==> config.mk <==
export PLATFORM = sky130hd
export DESIGN_NAME = fifo_rd_stream
export DESIGN_NICKNAME = d
export VERILOG_FILES = /design/src/rtl/fifo_rd_stream_pkg.sv /design/src/rtl/fifo_rd_skid_buf.sv /design/src/rtl/fifo_rd_stream.sv
export SDC_FILE = /design/constraint.sdc
export NUM_CORES = 1
export LEC_CHECK = 0
export CAP_MARGIN = 20
export CORE_UTILIZATION = 51
export CTS_CLUSTER_SIZE = 12
export DETAILED_ROUTE_END_ITERATION = 12
export GPL_ROUTABILITY_DRIVEN = 0
export PLACE_DENSITY = 0.74
export REMOVE_ABC_BUFFERS = 1
export SLEW_MARGIN = 20
export SYNTH_ARGS = -nofsm -noshare
export SYNTH_HDL_FRONTEND = slang
export SYNTH_SLANG_ARGS = --single-unit
==> constraint.sdc <==
create_clock -name rd_clk -period 4.8 [get_ports rd_clk]
set_input_delay 0.96 -clock rd_clk [delete_from_list [all_inputs] [get_ports rd_clk]]
set_output_delay 0.96 -clock rd_clk [all_outputs]
set_load 0.02 [all_outputs]
==> src/rtl/fifo_rd_stream_pkg.sv <==
// fifo_rd_stream_pkg
// Constants shared by the FIFO read-side streaming adapter and its skid buffer.
//   RD_LATENCY_MAX : largest supported FIFO read latency (cycles)
//   DEPTH_MAX      : largest skid buffer depth (RD_LATENCY_MAX + 1)
//   LEVEL_W        : width of occupancy / in-flight counters (holds 0..DEPTH_MAX)
//   PTR_W          : width of the skid buffer read/write pointers
//   OCC_W          : width of level + in-flight sums used by the read-issue check
package fifo_rd_stream_pkg;

    localparam int RD_LATENCY_MAX = 2;
    localparam int DEPTH_MAX      = RD_LATENCY_MAX + 1;
    localparam int LEVEL_W        = $clog2(DEPTH_MAX + 1);
    localparam int PTR_W          = $clog2(DEPTH_MAX);
    localparam int OCC_W          = LEVEL_W + 1;

    // One slot per word that can be in flight plus one for the word on the output.
    function automatic int skid_depth(input int rd_latency);
        return rd_latency + 1;
    endfunction

endpackage

==> src/rtl/fifo_rd_skid_buf.sv <==
// fifo_rd_skid_buf
// Small circular buffer absorbing words that land from the FIFO after the
// downstream stalls.
//   clk     : clock, rising edge
//   rst     : synchronous active-high reset; clears pointers, level and storage
//   clr     : synchronous discard of all stored words (storage left as is)
//   wr_en   : write wr_data at the tail
//   wr_data : landing word
//   rd_en   : remove the head word
//   rd_data : head word (register output)
//   level   : number of stored words, 0..DEPTH
module fifo_rd_skid_buf
    import fifo_rd_stream_pkg::*;
#(
    parameter int DATA_WIDTH = 32,
    parameter int DEPTH      = 2
) (
    input  logic                  clk,
    input  logic                  rst,
    input  logic                  clr,
    input  logic                  wr_en,
    input  logic [DATA_WIDTH-1:0] wr_data,
    input  logic                  rd_en,
    output logic [DATA_WIDTH-1:0] rd_data,
    output logic [LEVEL_W-1:0]    level
);

    logic [DATA_WIDTH-1:0] mem [DEPTH_MAX];
    logic [PTR_W-1:0]      wr_ptr;
    logic [PTR_W-1:0]      rd_ptr;

    function automatic logic [PTR_W-1:0] ptr_inc(input logic [PTR_W-1:0] p);
        return (p == PTR_W'(DEPTH - 1)) ? '0 : p + 1'b1;
    endfunction

    always_ff @(posedge clk) begin
        if (rst) begin
            wr_ptr <= '0;
            rd_ptr <= '0;
            level  <= '0;
            for (int i = 0; i < DEPTH_MAX; i++) begin
                mem[i] <= '0;
            end
        end else if (clr) begin
            wr_ptr <= '0;
            rd_ptr <= '0;
            level  <= '0;
        end else begin
            if (wr_en) begin
                mem[wr_ptr] <= wr_data;
                wr_ptr      <= ptr_inc(wr_ptr);
            end
            if (rd_en) begin
                rd_ptr <= ptr_inc(rd_ptr);
            end
            level <= level + LEVEL_W'(wr_en) - LEVEL_W'(rd_en);
        end
    end

    assign rd_data = mem[rd_ptr];

endmodule

==> src/rtl/fifo_rd_stream.sv <==
// fifo_rd_stream
// Turns a fixed-latency FIFO read port into a valid/ready stream. Reads are
// only issued when every word already committed (buffered or in flight) is
// guaranteed a skid buffer slot, so the downstream can stall at any time.
//   rd_clk        : clock, rising edge
//   rd_rst        : synchronous active-high reset (wins over flush)
//   flush         : discard buffered and in-flight words
//   fifo_rd_empty : FIFO empty flag
//   fifo_rd_data  : FIFO read data, valid RD_LATENCY cycles after fifo_rd_en
//   fifo_rd_en    : FIFO pop (combinational)
//   m_valid       : stream word available
//   m_ready       : downstream accepts word
//   m_data        : stream word (registered)
//   m_level       : skid buffer occupancy
// RD_LATENCY must be 1 or 2.
module fifo_rd_stream
    import fifo_rd_stream_pkg::*;
#(
    parameter int DATA_WIDTH = 32,
    parameter int RD_LATENCY = 1
) (
    input  logic                  rd_clk,
    input  logic                  rd_rst,
    input  logic                  flush,
    input  logic                  fifo_rd_empty,
    input  logic [DATA_WIDTH-1:0] fifo_rd_data,
    output logic                  fifo_rd_en,
    output logic                  m_valid,
    input  logic                  m_ready,
    output logic [DATA_WIDTH-1:0] m_data,
    output logic [LEVEL_W-1:0]    m_level
);

    localparam int DEPTH = skid_depth(RD_LATENCY);

    logic               pop;
    logic               land;
    logic               vld_p1;
    logic               vld_p2;
    logic [LEVEL_W-1:0] inflight;
    logic [OCC_W-1:0]   occ;

    assign m_valid = (m_level != '0);
    assign pop     = m_valid && m_ready;

    // Slots still claimed after this cycle; a landing word is counted in
    // inflight until its edge, so it never gets counted twice.
    assign occ = OCC_W'(m_level) + OCC_W'(inflight) - OCC_W'(pop);

    assign fifo_rd_en = !rd_rst && !flush && !fifo_rd_empty && (occ < OCC_W'(DEPTH));

    // Read issue -> p1 -> p2: vld_pN marks that fifo_rd_data carries a word
    // requested N cycles ago. Clearing these on flush drops pre-flush reads.
    always_ff @(posedge rd_clk) begin
        if (rd_rst || flush) begin
            vld_p1   <= 1'b0;
            vld_p2   <= 1'b0;
            inflight <= '0;
        end else begin
            vld_p1   <= fifo_rd_en;
            vld_p2   <= (RD_LATENCY == 2) ? vld_p1 : 1'b0;
            inflight <= inflight + LEVEL_W'(fifo_rd_en) - LEVEL_W'(land);
        end
    end

    assign land = (RD_LATENCY == 1) ? vld_p1 : vld_p2;

    // Landing stage: word captured into the skid buffer tail.
    fifo_rd_skid_buf #(
        .DATA_WIDTH (DATA_WIDTH),
        .DEPTH      (DEPTH)
    ) u_skid (
        .clk     (rd_clk),
        .rst     (rd_rst),
        .clr     (flush),
        .wr_en   (land),
        .wr_data (fifo_rd_data),
        .rd_en   (pop),
        .rd_data (m_data),
        .level   (m_level)
    );

endmodule
* Yosys cells after proc, flatten, opt, wreduce, memory -nomap -nowiden *
Memories as Yosys holds them, arrays and structs flattened. A register that Yosys moved wholly into a read port is not among the register bits.
Cells that the tools add are included.

word-level totals
  output and inout port bits = 36
  logic and storage cells = 41
  bits in registers = 9
  memories = 1
  input bits = 37
  RAM bits = 96

memory list
  memory      depth  width  rd ports  clocked after memory_dff  write ports  RTL line                source
  u_skid.mem  3      32     1         1                         3            fifo_rd_skid_buf.sv:28  logic [DATA_WIDTH-1:0] mem [DEPTH_MAX];

operators by class
  mux-type cells = 13
  eq/ne operators = 2
  magnitude comparators = 1
  reductions and logical operators = 11
  $add $sub $neg = 8

operators with widths
  kind                                                                           count
  32-bit two-way mux                                                             1
  32-bit OR reduction                                                            1
  2-bit two-way mux                                                              5
  1-bit two-way mux                                                              7
  2-bit by 1-bit adder with 2-bit output                                         2
  2-bit by 1-bit adder with 2-bit output (second input constant)                 2
  2-bit by 1-bit == test with 1-bit output (second input constant)               2
  1-bit logical AND                                                              4
  2-bit by 1-bit subtractor with 2-bit output                                    2
  2-bit by 2-bit adder with 3-bit output                                         1
  1-bit zero test                                                                3
  3-bit by 2-bit less-than comparator with 1-bit output (second input constant)  1
  3-bit by 1-bit subtractor with 3-bit output                                    1
  2-bit nonzero test                                                             1
  2-bit OR reduction                                                             1
  1-bit logical OR                                                               1

* Depth between registers and ports, before layout *
Gate-level depths: netlist of the first run.

  depth after elaboration = 7
  gate-level depth with buffers = 10

* Hierarchy *
Synthesis of the first run repeated with hierarchy kept, for this count alone.

second synthesis, totals
  cells, all modules = 365
  area, all modules = 5879.4 um^2

by module, submodules not included
  module            cells an instance  instances  area an instance (um^2)  sequential area each (um^2)
  fifo_rd_skid_buf  343                1          5647.9                   4003.8
  fifo_rd_stream    22                 1          231.5                    60.1

* Worst setup path before layout of the first run *
No wires, ideal clock.

  kind = input-to-output
  start = input port m_ready
  end = output port fifo_rd_en
  stages = 6
  data arrival time = 2644 ps
  required time = 3840 ps
  slack = 1196 ps
  buffers on the path = 0
  path through = nand2_1 mux2i_1 nand2_1 fa_1 xnor2_1 nor4b_1

on the way
  cells in the longest elaborated chain, start to end = 4

ends and longest elaborated chain
  item                                                   RTL line              source
  start: declaration                                     fifo_rd_stream.sv:29  input logic m_ready,
  1-bit logical AND                                      fifo_rd_stream.sv:44  assign pop = m_valid && m_ready;
  3-bit by 1-bit subtractor with 3-bit output            fifo_rd_stream.sv:48  assign occ = OCC_W'(m_level) + OCC_W'(inflight) - OCC_W'(pop);
  3-bit by 2-bit less-than comparator with 1-bit output  fifo_rd_stream.sv:50  assign fifo_rd_en = !rd_rst && !flush && !fifo_rd_empty && (occ < OCC_W'(DEPTH));
  1-bit logical AND                                      fifo_rd_stream.sv:50
  end: declaration                                       fifo_rd_stream.sv:27  output logic fifo_rd_en,

No other way between the ends.

* Worst setup path in the final report of the first run *
Ends and elaborated chain as after synthesis.

==> impl_results.md, run 1 <==
* Area Growth Syn to Fin at 24.5%
* Clock transition at path regs at approximately 0.060 ns
* Synth unique cells at 31
* Final WS setup at 0.275 ns
* FF+latch count, synth at around 140
* Largest net degree at the start of global routing at 34
* Most common cell after layout, fill and taps aside: edfxtp_1
* Crit path max fanout at 6
* Commonest cells after routing, fill and taps aside: edfxtp_1 (128), and2_1 (76), clkdlybuf4s50_1 (72)
* Cells on worst reg2reg path at 9
* WS Path Type: in2out
* Highest clock rate at roughly 220 MHz
* Die Width at between 100 and 150 µm
* Mapped Area at just under 6000 µm²
* Post-CTS Setup Inserts at 0
* Total number of vias at about 3.1k
* Row count at 38
* Worst Setup End Kind: primary output
* CTS root buffer: clkbuf_16
* Clock latency at the later pin of the worst-skew pair at 0.41 ns
* LEAKAGE at approximately 0.0025 µW
* TNS Setup at 0 ns
* Initial antenna violation count at 0
* Final wirelength at ~11000 µm
* Cell Area, Placed at 6700 µm²
* Seq pwr share at 0.508
* Clock tree buffer depth at 2
* Worst path arrival time at approximately 3.6 ns
* Fin crit share at 0.943
* Gate Count Post-Synth at ~330
* Synth Warn # at 0
* Worst Skew at 0.0113 ns
* Minimum clock period at between 4 and 5 ns
* Worst Tran Pin Value at between 0.9 and 1 ns
* Hold WS at around 0.45 ns
* CTS Buf Count at 17
* RSZ-0062 raised after global routing: false
* Crit path from: m_ready
* Crit start category: input port
* I/O Buffers at just over 70
* First-pass GRT wire length at 16600 µm
* CTS tree: done
* # fillers at 771
* Pwr Density at 370 nW/µm²
* Number of global-route vias before repair at approximately 3.1k
* Int Pwr at 2100 µW
* Clk network pwr share at 0.439
* Resized Gates After CTS at 0
* Flop-to-flop setup slack at approximately 2.3 ns
* DRC at 0
* Die height at 109 µm
* Starting Density at 0.532
* Max-slew violations at 0
* Status: complete, no violations
* Hold Path Stages at 2
* Full die area at 11900 µm²
* DRT Pass-1 Iters at 5
* DRT antenna net count at 0
* # diodes at 0
* CTS Hold Buffers Added at 0
* Core box area at ~11000 µm²
* Gr usage total at 0.198
* Max-cap viol count at 0
* Worst reg2reg path startpoint: u_skid.level[1]
* Fin nets at roughly 450
* First-iteration detailed-routing DRC count at about 160
* Clock sinks at 139
* Io pins at 73
* DR WL/cell at approximately 19 µm
* Sequential area share after synthesis at 0.696
* Post-Place Setup Slack at around 0.24 ns
* Hold WC Path Type: reg2reg
* Worst vdd ir at 0.315 mV
* Cell area after layout at between 7000 and 8000 µm²
* Max H-tree Level at 4
* # setup viols final at 0
* HPWL Detailed at 5920 µm
* Vias per cell at roughly 5.4
* Psw at a little under 600 µW
* Share of layout cells above drive strength 1 at 0.238
* Gate power share at 0.053
* Slew margin rel. at 0.396
* Min-delay src: u_skid.rd_ptr[1]
* Terminus of the critical flop-to-flop path: inflight[1]
* Total gr overflow at 0
* Count of final hold-check violations at 0
* Worst Path Required at between 3 and 4 ns
* Sw Share at 0.221
* Mean Syn Cell Area at between 15 and 20 µm²
[sequential cells by signal, summed over array words and instances (netlist names), named ones only]
signal         flops
inflight           2
land               1
u_skid.level       2
u_skid.rd_ptr      2
u_skid.mem       128
u_skid.wr_ptr      2
[cell type report]
cell class	count	area (µm²)	area share
well taps	140	175	0.0241
multi-input cells	171	1690	0.232
flip-flops and latches	139	4070	0.559
repair buffers	78	786	0.108
inverters	4	15.0	0.00206
clock buffers	17	425	0.0585
clock inverters	15	116	0.0160
[synth_stat cells]
master    instances  area share
ha_1              4      0.0086
nor4b_4           1      0.0041
dfxtp_1          11       0.038
buf_2             4      0.0034
o21ai_0           1     0.00086
xnor2_1           3      0.0045
a21oi_1           1     0.00086
edfxtp_1        128        0.66
mux4_2           32        0.12
and2_2           22       0.028
nor3_4            1      0.0028
inv_1             4      0.0026
xor2_1            2      0.0030
a31oi_1           2      0.0021
and2_1           76       0.081
nor2_1            7      0.0045
fa_1              1      0.0034
buf_6             1      0.0019
or2_1             1      0.0011
nand2_1           5      0.0032
or2_2             4      0.0043
or3_2             1      0.0013
nor2b_1           1      0.0011
and4b_1           1      0.0017
mux2i_1           1      0.0017
nor4b_1           2      0.0030
buf_1             2      0.0013
o211ai_1          1      0.0013
clkbuf_1          5      0.0032
o31ai_1           1      0.0013
clkbuf_2          5      0.0043
[metal layers]
metal / global-route usage / up-vias / part of all wire
met5: 0 / - / 0
met4: 0.0656 / 0 / 0.015
met3: 0.0478 / 16 / 0.039
met2: 0.337 / 84 / 0.52
met1: 0.249 / 1554 / 0.43
li1: - / 1406 / -
[worst max path at each step]
stage | endpoint | slack, ns | cells after the start
after floorplan | fifo_rd_en | 1.20 | 6
after global placement | fifo_rd_en | 0.34 | 8
after detailed placement | fifo_rd_en | 0.24 | 8
after CTS | fifo_rd_en | 0.23 | 8
after global routing | fifo_rd_en | 0.02 | 8
final | fifo_rd_en | 0.27 | 8
[metrics by stage]
stage / total power (µW) / utilization / cells
2_1_floorplan: 1450 / - / 314
4_1_cts: 2710 / 0.660 / 563
6_report: 2690 / 0.662 / 564
3_3_place_gp: 1530 / 0.610 / 531
5_1_grt: 2770 / 0.662 / 564
3_5_place_dp: 1540 / 0.610 / 531
[critical path, cell delays in order]
cell,delay [ns]
clkdlybuf4s50_1,0.56
nand2_1,0.09
mux2i_1,0.20
nand2_1,0.12
fa_1,0.40
xnor2_1,0.15
nor4b_1,0.41
clkdlybuf4s50_1,0.68
[power by group through the flow]
stage	clock network, µW	registers [µW]	logic, µW
after floorplan	0	1390	63.3
after global placement	0	1390	142
after detailed placement	0	1390	143
final	1180	1370	142
after global routing	1240	1370	152
after CTS	1190	1370	144
[kinds of logic (layout without fill, tap and decap cells)]
logic type | after synthesis | count (layout) | share of synthesized area
AOI/OAI and AO/OA | 6 | 6 | 0.00642
DFF | 139 | 139 | 0.696
muxes | 33 | 33 | 0.125
xor gates and xnor gates | 5 | 5 | 0.00750
buffers and inverters | 21 | 114 | 0.0167
adders and majority gates | 5 | 5 | 0.0120
and+or+nand+nor | 122 | 122 | 0.137
No activity file was read; power rests on OpenSTA's default activity.
==> inputs of run 2 (changes only) <==
--- a/config.mk
+++ b/config.mk
@@ -5,6 +5,7 @@
 export SDC_FILE = /design/constraint.sdc
 export NUM_CORES = 1
 export LEC_CHECK = 0
+export ABC_AREA = 1
 export CAP_MARGIN = 20
 export CORE_UTILIZATION = 51
 export CTS_CLUSTER_SIZE = 12
@@ -15,4 +16,5 @@
 export SLEW_MARGIN = 20
 export SYNTH_ARGS = -nofsm -noshare
 export SYNTH_HDL_FRONTEND = slang
+export SYNTH_HIERARCHICAL = 1
 export SYNTH_SLANG_ARGS = --single-unit
==> impl_results.md, run 2 <==
* FF+latch count, synth at 139
* Most Crowded Layer GR: met2
* Synth Area in Adders at 0.0149
* Row count at 40
* HPWL Detailed at a little under 7000 µm
* Gr usage total at 0.197
* Mapped Area at 6380 µm²
* First-iteration detailed-routing DRC count at roughly 270
* # setup viols final at 0
* Worst Path Required at approximately 3.8 ns
* CP max stage delay at between 0.6 and 0.7 ns
* Final Util at 0.635
* Most common cell after layout, fill and taps aside: edfxtp_1
* LEAKAGE at about 0.0030 µW
* DRT antenna net count at 0
* Total gr overflow at 0
* Synth unique cells at 27
* Final WS setup at 0.247 ns
* Met2 usage at 0.342
* Largest net degree at the start of global routing at 67
* Post-Layout Cell Count at approximately 830
* Worst Tran Pin Value at 0.942 ns
* Hold WS at between 0.4 and 0.5 ns
* Starting Density at 0.527
* Fin nets at around 700
* # fillers at about 950
* Gate Count Post-Synth at about 590
* I/O Buffers at between 70 and 80
* Crit-path cells: clkdlybuf4s50_1, o21a_1, ha_1, or2_2, fa_1, nand3b_1, nor2_1, clkdlybuf4s50_1
* CTS tree: done
* Slew margin rel. at 0.369
* Initial antenna violation count at 0
* Area Growth Syn to Fin at 20.6%
* Core box area at 12100 µm²
* CTS root buffer: clkbuf_16
* Ranking of synthesized cells by area: edfxtp_1 (60%), inv_1 (6.5%), nand2_1 (4.6%)
* Largest family of logic cells by synthesized area: simple AND/OR/NAND/NOR gates
* Most common cell in the netlist: edfxtp_1
* Synth Warn # at 6
* Minimum clock period at approximately 4.6 ns
* Cell mode on critical path: clkdlybuf4s50_1
* Crit start category: input port
* Clock transition at path regs at 0.06 ns
* Count of final hold-check violations at 0
* Compound-gate portion of the synthesized area at 0.107
* Worst path arrival time at between 3 and 4 ns
* Mean Syn Cell Area at ~11 µm²
* Biggest register: u_skid/mem
* Total number of vias at just over 4k
* Worst Skew at between 0.003 and 0.004 ns
* Sequential Area at around 4000 µm²
* # diodes at 0
* Commonest cells after routing, fill and taps aside: edfxtp_1 (128), inv_1 (111), nor2_1 (75), nand2_1 (75), clkdlybuf4s50_1 (72)
* Sequential area share after synthesis at 0.637
* Area of the multi-input gates at around 1700 µm²
* Synth Area in XOR/XNOR at 0.00137
* Dpl cells at approximately 800
* Status: complete, no violations
* Number of global-route vias before repair at around 4.2k
* WS Path Type: in2out
* Worst Setup End Kind: primary output
* Post-synth ARST share at 0
* Die height at 114 µm
* First-pass GRT wire length at roughly 19000 µm
* Resized Gates After CTS at 0
* RSZ-0062 raised after global routing: false
* Mux share of post-synthesis cell area at 0
* Ys flop type: edfxtp_1
* TNS Setup at 0 ns
* EDFF count, synth at around 130
* CP max stage cell: clkdlybuf4s50_1
* M1 GR Usage at 0.231
* Highest clock rate at ~220 MHz
* Fin crit share at 0.948
* Io pins at between 70 and 80
* Post-CTS Setup Inserts at 0
* DRT Pass-1 Iters at 5
* Max-slew violations at 0
* Full die area at around 13000 µm²
* CTS Buf Count at 17
* Pwr Density at 356 nW/µm²
* Post-synthesis simple-gate area fraction at 0.138
* DR WL/cell at roughly 14 µm
* Die Width at about 110 µm
* Share of layout cells above drive strength 1 at 0.136
* Worst vdd ir at 0.184 mV
* Clock latency at the later pin of the worst-skew pair at between 0.4 and 0.5 ns
* Dominant cell type by area after synthesis: edfxtp_1
* Clock sinks at 139
* Final wirelength at roughly 12000 µm
* Max-cap viol count at 0
* Post-Place Setup Slack at 0.250 ns
* Top cells by count, synth: edfxtp_1 (128), inv_1 (111), nand2_1 (78), nor2_1 (76), a21oi_1 (35)
* Hold WC Path Type: reg2reg
* Crit path max fanout at 5
* CTS Hold Buffers Added at 0
* Clock tree buffer depth at 2
* Grt met3 use at 0.0558
* Vias per cell at approximately 4.9
* DRC at 0
* Max reg flops at around 130
* Share of the synthesized area in the top cell type at 0.602
* Max H-tree Level at 4
run 2: cell count changes after synthesis, moves of 30 or more:
cell and delta:
mux4_2 -32, nor2_1 +69, o21ai_0 +31, inv_1 +107, nor2_2 +30, a21oi_1 +34
and2_1 -76, nand2_1 +73
run 2: path summary, 6_finish.rpt:
check / startpoint / end / slack [ns] / depth (start not counted)
hold / removal: u_skid/rd_ptr[1] / flop / 0.44 / 2
setup / recovery: m_ready / fifo_rd_en / 0.25 / 8
hold reg to reg: u_skid/rd_ptr[1] / flop / 0.44 / 2
setup reg to reg: u_skid/level[1] / inflight[1] / 2.21 / 12
run 2: cell type report:
cell class                 count  area share
sequential                   139       0.529
clock buffer                  19      0.0563
timing repair buffer          76       0.100
clock inverter                12      0.0138
tap                          168      0.0273
inverter                     113      0.0551
multi-input combinational    304       0.219
run 2: kinds of logic after synthesis:
group / count (synthesis)
AOI/OAI and AO/OA: 102
DFF: 139
xor gates and xnor gates: 1
adders and majority gates: 7
and+or+nand+nor: 194
buffers and inverters: 143
run 2: metrics by stage:
| stage | area, µm² | power, µW |
|---|---|---|
| after floorplan | 6160 | 1480 |
| after global placement | 7130 | 1560 |
| after detailed placement | 7130 | 1570 |
| after CTS | 7670 | 2760 |
| after global routing | 7700 | 2830 |
| final | 7700 | 2740 |
run 2: where the power goes:
group	internal [µW]	switching, µW
Sequential	1360	13.9
Clock	747	449
Combinational	72.3	98.5
run 2: critical path: cells and delay by family:
family                     cells  cell delay, ns
buffers and inverters          2            1.08
and+or+nand+nor                3            0.57
AOI/OAI and AO/OA              1            0.22
adders and majority gates      2            0.75
run 2: metal layers:
metal / vias up / part of all wire
met5: - / 0
met4: 0 / 0.0079
met3: 8 / 0.048
met2: 100 / 0.49
met1: 1964 / 0.45
li1: 2038 / -
==> inputs of run 3 (changes only) <==
--- a/config.mk
+++ b/config.mk
@@ -7,11 +7,11 @@
 export LEC_CHECK = 0
 export ABC_AREA = 1
 export CAP_MARGIN = 20
-export CORE_UTILIZATION = 51
+export CORE_UTILIZATION = 50
 export CTS_CLUSTER_SIZE = 12
 export DETAILED_ROUTE_END_ITERATION = 12
 export GPL_ROUTABILITY_DRIVEN = 0
-export PLACE_DENSITY = 0.74
+export PLACE_DENSITY = 0.72
 export REMOVE_ABC_BUFFERS = 1
 export SLEW_MARGIN = 20
 export SYNTH_ARGS = -nofsm -noshare
==> impl_results.md, run 3 (synthesis results as in run 2) <==
* Crit start category: input port
* Max-cap viol count at 0
* CTS root buffer: clkbuf_16
* Count of final hold-check violations at 0
* LEAKAGE at between 0.003 and 0.004 µW
* Max reg flops at 128
* Commonest cells after routing, fill and taps aside: edfxtp_1 (128), inv_1 (111), nor2_1 (75), nand2_1 (75), clkdlybuf4s50_1 (72)
* Largest net degree at the start of global routing at approximately 110
* Sw Share at 0.210
* DRT antenna net count at 0
* CTS Hold Buffers Added at 0
* Io pins at between 70 and 80
* Resized Gates After CTS at 0
* Number of global-route vias before repair at between 4k and 5k
* Die Width at roughly 110 µm
* # fillers at ~1000
* # diodes at 0
* Gate power share at 0.064
* First-pass GRT wire length at a little under 20000 µm
* Fin nets at between 600 and 700
* Most common cell after layout, fill and taps aside: edfxtp_1
* Clk network pwr share at 0.427
* Die height at 115 µm
* Tot Pwr at roughly 2700 µW
* Clock latency at the later pin of the worst-skew pair at approximately 0.4 ns
* Seq pwr share at 0.509
* Gr usage total at 0.199
* CP max stage cell: clkdlybuf4s50_1
* Cell mode on critical path: clkdlybuf4s50_1
* Total number of vias at between 4k and 5k
* Worst path arrival time at between 3 and 4 ns
* Highest clock rate at 223 MHz
* Slew margin rel. at 0.384
* Fin crit share at 0.936
* DR WL/cell at around 15 µm
* Share of layout cells above drive strength 1 at 0.138
* Max-slew violations at 0
* Hold WS at roughly 0.44 ns
* Pwr Density at 350 nW/µm²
* Post-Layout Cell Count at approximately 830
* Starting Density at 0.522
* Status: complete, no violations
* Initial antenna violation count at 0
* Post-CTS Setup Inserts at 0
* # setup viols final at 0
* Worst Setup End Kind: primary output
* TNS Setup at 0 ns
* Int Pwr at about 2100 µW
* Worst Skew at approximately 0.0042 ns
* Psw at approximately 570 µW
* Worst vdd ir at between 0.2 and 0.3 mV
* WS Path Type: in2out
* Full die area at about 13000 µm²
* CP max stage delay at approximately 0.63 ns
* Clock sinks at 139
* RSZ-0062 raised after global routing: false
* Row count at 40
* First-iteration detailed-routing DRC count at ~250
* Final wirelength at about 12000 µm
* Worst Tran Pin Value at around 0.9 ns
* Clock transition at path regs at around 0.05 ns
* DRT Pass-1 Iters at 5
* Core box area at 12200 µm²
* Vias per cell at between 4 and 5
* Area Growth Syn to Fin at 20.8%
* Total gr overflow at 0
* HPWL Detailed at just over 7000 µm
* Max H-tree Level at 4
* Buf/Inv on CP at 2
* I/O Buffers at slightly above 70
* Minimum clock period at between 4 and 5 ns
* Crit-path leading delay family: buffers and inverters
* Biggest register: u_skid/mem
* DRC at 0
* Crit path max fanout at 5
* CTS Buf Count at 17
* Dpl cells at 800
* CTS tree: done
* Crit-path cells: clkdlybuf4s50_1, o21a_1, ha_1, or2_2, fa_1, nand3b_1, nor2_1, clkdlybuf4s50_1
* Worst Path Required at about 3.8 ns
* Clock tree buffer depth at 2
* Hold WC Path Type: reg2reg
## run 3: per-layer routing
layer | vias to the layer above | GRT usage | routed length [µm]
li1 | 2051 | - | -
met1 | 1954 | 0.240 | 5160
met2 | 137 | 0.327 | 6010
met3 | 15 | 0.0680 | 929
met4 | 0 | 0.0840 | 172
met5 | - | 0 | 0
## run 3: final timing paths
path / start / slack, ns / cells after the start / endpoint
worst min register to register: u_skid/rd_ptr[1] / 0.44 / 2 / flop
worst min-delay path: u_skid/rd_ptr[1] / 0.44 / 2 / flop
worst max-delay path: m_ready / 0.31 / 8 / fifo_rd_en
worst max register to register: u_skid/level[1] / 2.31 / 12 / inflight[1]
## run 3: cell type report
cell class	count	area, µm²	share of cell area
clock buffers	20	437	0.0566
clock inverters	12	81.3	0.0105
inverters	113	424	0.0550
multi-input cells	304	1680	0.218
flip-flops and latches	139	4070	0.528
well taps	168	210	0.0273
repair buffers	78	806	0.105
## run 3: power by group through the flow
stage	sequential [µW]	combinational, µW	clock [µW]
CTS	1370	172	1170
floorplan	1400	81.2	0
finish	1370	173	1150
global route	1380	188	1210
detailed placement	1400	171	0
global placement	1400	167	0
## run 3: tightest hold or removal path, cell delays in order, from the launching register on
cell	delay (ns)
dfxtp_1	0.30
nand2_1	0.05
nor2_1	0.05
## run 3: per-stage QoR
| step | setup WS [ns] | instance area, µm² | utilization |
|---|---|---|---|
| 6_report | 0.309 | 7710 | 0.631 |
| 3_5_place_dp | 0.318 | 7140 | 0.584 |
| 4_1_cts | 0.301 | 7650 | 0.627 |
| 2_1_floorplan | 0.835 | 6160 | - |
| 5_1_grt | 0.187 | 7710 | 0.631 |
| 3_3_place_gp | 0.340 | 7140 | 0.584 |
==> edit 1, RTL diff (config.mk and constraints of run 1) <==
Put a register stage on the output `m_level`. The value now appears one clock later. The other outputs are not delayed to match.
--- a/src/rtl/fifo_rd_stream.sv
+++ b/src/rtl/fifo_rd_stream.sv
@@ -35,2 +35,4 @@
 
+    logic [LEVEL_W-1:0] m_level_d;
+
     logic               pop;
@@ -42,3 +44,3 @@
 
-    assign m_valid = (m_level != '0);
+    assign m_valid = (m_level_d != '0);
     assign pop     = m_valid && m_ready;
@@ -47,3 +49,3 @@
     // inflight until its edge, so it never gets counted twice.
-    assign occ = OCC_W'(m_level) + OCC_W'(inflight) - OCC_W'(pop);
+    assign occ = OCC_W'(m_level_d) + OCC_W'(inflight) - OCC_W'(pop);
 
@@ -79,5 +81,9 @@
         .rd_data (m_data),
-        .level   (m_level)
+        .level   (m_level_d)
     );
 
+    always_ff @(posedge rd_clk) begin
+        m_level <= m_level_d;
+    end
+
 endmodule
Formal check against the unedited RTL: not equivalent (a bounded check fails within 4 cycles, from zero or initial values).
==> edit 1 against run 1 <==
- final cell count is 0.18% higher
- maximum frequency shrank 1.4%
- clock skew increased by 0.0036 ns
- sequential share of layout area is 0.43 points lower
- total power increased by 10%
- die area grew 0.67%
- synthesized area grew 0.69%
- sequential cell count grew 2
- design area up 1.8%
- wire length increased by 4.5%
- worst setup slack lost 0.063 ns
- count of clock-buffer cells in the layout grew 1
- critical path depth stayed put
- critical endpoint unchanged
- largest cell class unchanged
==> edit 1: results (changes against run 1) <==
Worst hold path
  – WHS Path Cells: 0 (-2)
  – Hold Path Class: flop to flop
  – Hold path startpoint: u_skid.level[1]
  – Hold worst-path end: m_level[1]

Critical path
  – Crit path to: fifo_rd_en
  – WP data arrival: 3.63 ns (+0.06 ns)
  – Max incr delay on CP: 0.70 ns (+0.02 ns)
  – CP max FO: 6 (unchanged)
  – Flop-to-flop setup slack: 2.23 ns (-0.07 ns)
  – R2R cell count: 9 (unchanged)

Place
  – Post-DP Area: 6750 sq um (+0.71%)
  – IO Port Bufs: 72 (unchanged)
  – Dpl cells: 534 (+0.56%)
  – DP Wirelength: 6.43 mm (+8.6%)

Synthesis
  – Post-synth EDFFs: 128 (unchanged)
  – Compound-Gate Fraction of Synth Area: 0.00638 (-0.0000437)
  – Yosys cell types: 31 (unchanged)
  – Post-synthesis xor/xnor area fraction: 0.00745 (-0.0000510)
  – Part of the Yosys area used for sequential elements: 0.698 (+0.00207)
  – Post-synthesis instance total: 333 (+0.60%)
  – Post-synthesis mux area share: 0.124 (-0.000851)
  – Synth area leaders: edfxtp_1, mux4_2, and2_1
  – Post-synth top cells: edfxtp_1, and2_1, mux4_2
  – YS warnings: 0 (unchanged)
  – Adder-cell share of the synthesized area: 0.0119 (-0.0000816)
  – Asr flop ratio synth: 0 (unchanged)

Timing
  – Hold_ws: 0.401 ns (-0.0493 ns)
  – Clk_skew: 0.0149 ns (+0.00361 ns)
  – Worst rel slew slack: 0.402 (+0.00571)
  – Final hold viol count: 0 (unchanged)

CTS
  – Root buf cell: clkbuf_16
  – Clock latency on the worst-skew pair: 0.41 ns (about the same)

Route
  – Met1 WL: 4.65 mm (+2.1%)
  – Metal2 WL: 5.81 mm (+5.9%)
  – DR vias: 3099 (+1.3%)
  – Vias per cell: 5.48 (+1.1%)
  – Met3 routed WL: 558 microns (+33%)
  – Drt wl/cell: 19.6 microns (+4.3%)
  – DRT Pass-1 Iters: 4 (-1)
  – DR iter-0 viols: 160 (-0.62%)

Cells and area
  – Layout cells sized above 1: 0.233 (-0.00527)
  – Post-layout nets: 455 (+0.44%)

Run status
  – Status: complete, no violations

Power and ir drop
  – Worst VDD drop: 0.270 mV (-14%)
  – Leak: 0.00260 uW (+3.2%)

GRT
  – First-pass GRT wire length: 17.3 mm (+4.0%)
  – Grt met2 use: 0.345 (+0.00809)
  – Vias in the first global route: 3325 (+5.7%)
  – Largest net degree at the start of global routing: 34 (unchanged)
  – Met1 Usage GRT: 0.258 (+0.00893)
  – Overall routing resource usage: 0.206 (+0.00825)
  – Global Route met3 Usage: 0.0616 (+0.0138)
edit 1: cell types whose count changed in the layout (fill, tap and decap cells not counted), sizes merged:
cell and delta:
clkinv +2, inv -5, clkbuf +1, dfxtp +2, clkinvlp -5, bufinv +6
edit 1: power breakdown:
part / switching (uW) / total [uW] / internal [uW]
Sequential: 11.3 / 1390 / 1370
Clock: 473 / 1440 / 967
Combinational: 69.1 / 143 / 73.5
Total: 553 / 2970 / 2410
edit 1: cell type report:
cell class / count / area [sq um]
Clock buffer: 18 / 429
Clock inverter: 13 / 221
Fill cell: 765 / 3630
Inverter: 4 / 15.0
Multi-Input combinational cell: 171 / 1690
Sequential cell: 141 / 4110
Tap cell: 140 / 175
Timing Repair Buffer: 78 / 766
edit 1: stage by stage:
step | setup slack, ns | total power, uW
3_3_place_gp | 0.363 | 1550
3_5_place_dp | 0.194 | 1560
5_1_grt | 0.0494 | 3050
2_1_floorplan | 1.21 | 1470
4_1_cts | 0.186 | 2990
6_report | 0.212 | 2970
==> edit 2, RTL diff (flow settings as in run 1) <==
Without the edit above. The package constant `RD_LATENCY_MAX` goes from 2 to 1.
--- a/src/rtl/fifo_rd_stream_pkg.sv
+++ b/src/rtl/fifo_rd_stream_pkg.sv
@@ -9,3 +9,3 @@
 
-    localparam int RD_LATENCY_MAX = 2;
+    localparam int RD_LATENCY_MAX = 1;
     localparam int DEPTH_MAX      = RD_LATENCY_MAX + 1;
Behaviour: no difference found for any inputs over 4 cycles, from zero or initial values; that may be too few to reach the edited logic, so the function may still have changed.
==> edit 2 against run 1 <==
- synthesized area shrank 44%
- first-iteration DRC count shrank 39%
- design area shrank 42%
- non-clock buffer count shrank 2
- wire length shrank 42%
- final cell count shrank 34%
- worst setup slack gained 0.16 ns
- via count shrank 33%
- clock power shrank 62%
- total power shrank 51%
- sequential cell count shrank 67
==> edit 2: results (changes against run 1) <==
CTS
  – Count of cells resized by post-cts repair: 0 (unchanged)
  – H-tree levels: 3 (-1)
  – CTS buffer count: 9 (-8)
  – CTS Buffer Depth: 2 (unchanged)
  – Clock latency on the worst-skew pair: 0.33 ns (-0.08 ns)
  – Root buf cell: clkbuf_8

Critical path
  – CP max FO: 3 (-3)
  – WP data arrival: 3.41 ns (-0.16 ns)
  – Flop-to-flop setup slack: ~2.3 ns
  – Max incr delay on CP: 0.61 ns (-0.07 ns)

Synthesis
  – Part of the Yosys area used for sequential elements: 0.637 (-0.0591)
  – Avg Inst Size Synth: 14.7 sq um (-17%)
  – Post-synth top cells: and3_1, edfxtp_1, mux2_2
  – Post-synth EDFFs: 64 (-50%)
  – Synth area leaders: edfxtp_1, and3_1, mux2_2
  – Yosys cell types: 25 (-19%)

Cells and area
  – Fillers: 435 (-44%)
  – Layout cells sized above 1: 0.182 (-0.0558)
  – Post-layout nets: 334 (-26%)

GRT
  – Largest net degree at the start of global routing: 68 (+100%)
  – First-pass GRT wire length: 9.49 mm (-43%)
  – Initial antenna violation count: 0 (unchanged)
  – Overall routing resource usage: 0.196 (-0.00180)
  – Vias in the first global route: 2000 (-36%)

Power and ir drop
  – Leak: 0.00180 uW (-29%)
  – Worst VDD drop: 0.208 mV (-34%)

Route
  – Met3 routed WL: 301 microns (-28%)
  – Drt wl/cell: 16.5 microns (-12%)
  – Met1 WL: 2.72 mm (-40%)
  – Vias per cell: 5.51 (+1.6%)
  – DR iter-0 viols: 99 (-39%)
  – Final ANT Viol Nets: 0 (unchanged)
  – Routed wire length: 6.13 mm (-42%)
  – DRT Pass-1 Iters: 4 (-1)
  – Metal2 WL: 3.03 mm (-45%)

Timing
  – Worst rel slew slack: 0.438 (+0.0416)
  – Clk_skew: 0.00762 ns (-0.00365 ns)

Place
  – Dpl cells: 355 (-33%)
  – DP Wirelength: 3.68 mm (-38%)
  – IO Port Bufs: 72 (unchanged)

Run status
  – Status: complete, no violations
[edit 2: path summary, 6_finish.rpt]
path	startpoint	endpoint	cells past startpoint
worst max register to register	land	u_skid.mem[0][23]	3
worst min-delay path	land	u_skid.wr_ptr	2
worst min register to register	land	u_skid.wr_ptr	2
worst max-delay path	m_ready	fifo_rd_en	9
[edit 2: cell type report]
| type | count | area, sq um | share of cell area |
|---|---|---|---|
| Timing Repair Buffer | 76 | 751 | 0.179 |
| Tap cell | 75 | 93.8 | 0.0224 |
| Sequential cell | 72 | 2080 | 0.497 |
| Multi-Input combinational cell | 125 | 1050 | 0.250 |
| Clock buffer | 10 | 128 | 0.0304 |
| Inverter | 7 | 26.3 | 0.00627 |
| Clock inverter | 6 | 60.1 | 0.0143 |
[edit 2: per-layer routing]
layer / track usage / vias to the layer above
met5: 0 / -
met4: 0.0860 / 0
met3: 0.0333 / 7
met2: 0.335 / 58
met1: 0.244 / 1012
li1: - / 969
[edit 2: power breakdown]
part | switching [uW] | internal, uW | leakage, uW
logic | 71.8 | 77.2 | 0.000976
registers | 8.43 | 706 | 0.000728
clock network | 216 | 237 | 0.0000920
[edit 2: per-stage QoR]
stage / hold slack [ns] / area [sq um] / setup slack (ns)
global placement: 0.585 / 4000 / 0.510
detailed placement: 0.580 / 4000 / 0.430
CTS: 0.591 / 4190 / 0.423
finish: 0.581 / 4190 / 0.430
global route: 0.609 / 4190 / 0.338
floorplan: 0.541 / 3160 / 1.52
[edit 2: cells by family after synthesis]
family	Yosys count	synth area share
DFF	72	0.637
muxes	34	0.117
xor gates and xnor gates	4	0.0191
buffers and inverters	25	0.0425
AOI/OAI and AO/OA	3	0.00689
and+or+nand+nor	78	0.153
adders and majority gates	6	0.0252
[edit 2: worst reg2reg max path, stage by stage (launching register included)]
cell	delay, ns
dfxtp_1	0.42
nor2b_4	0.63
a21o_1	0.77
buf_4	0.38
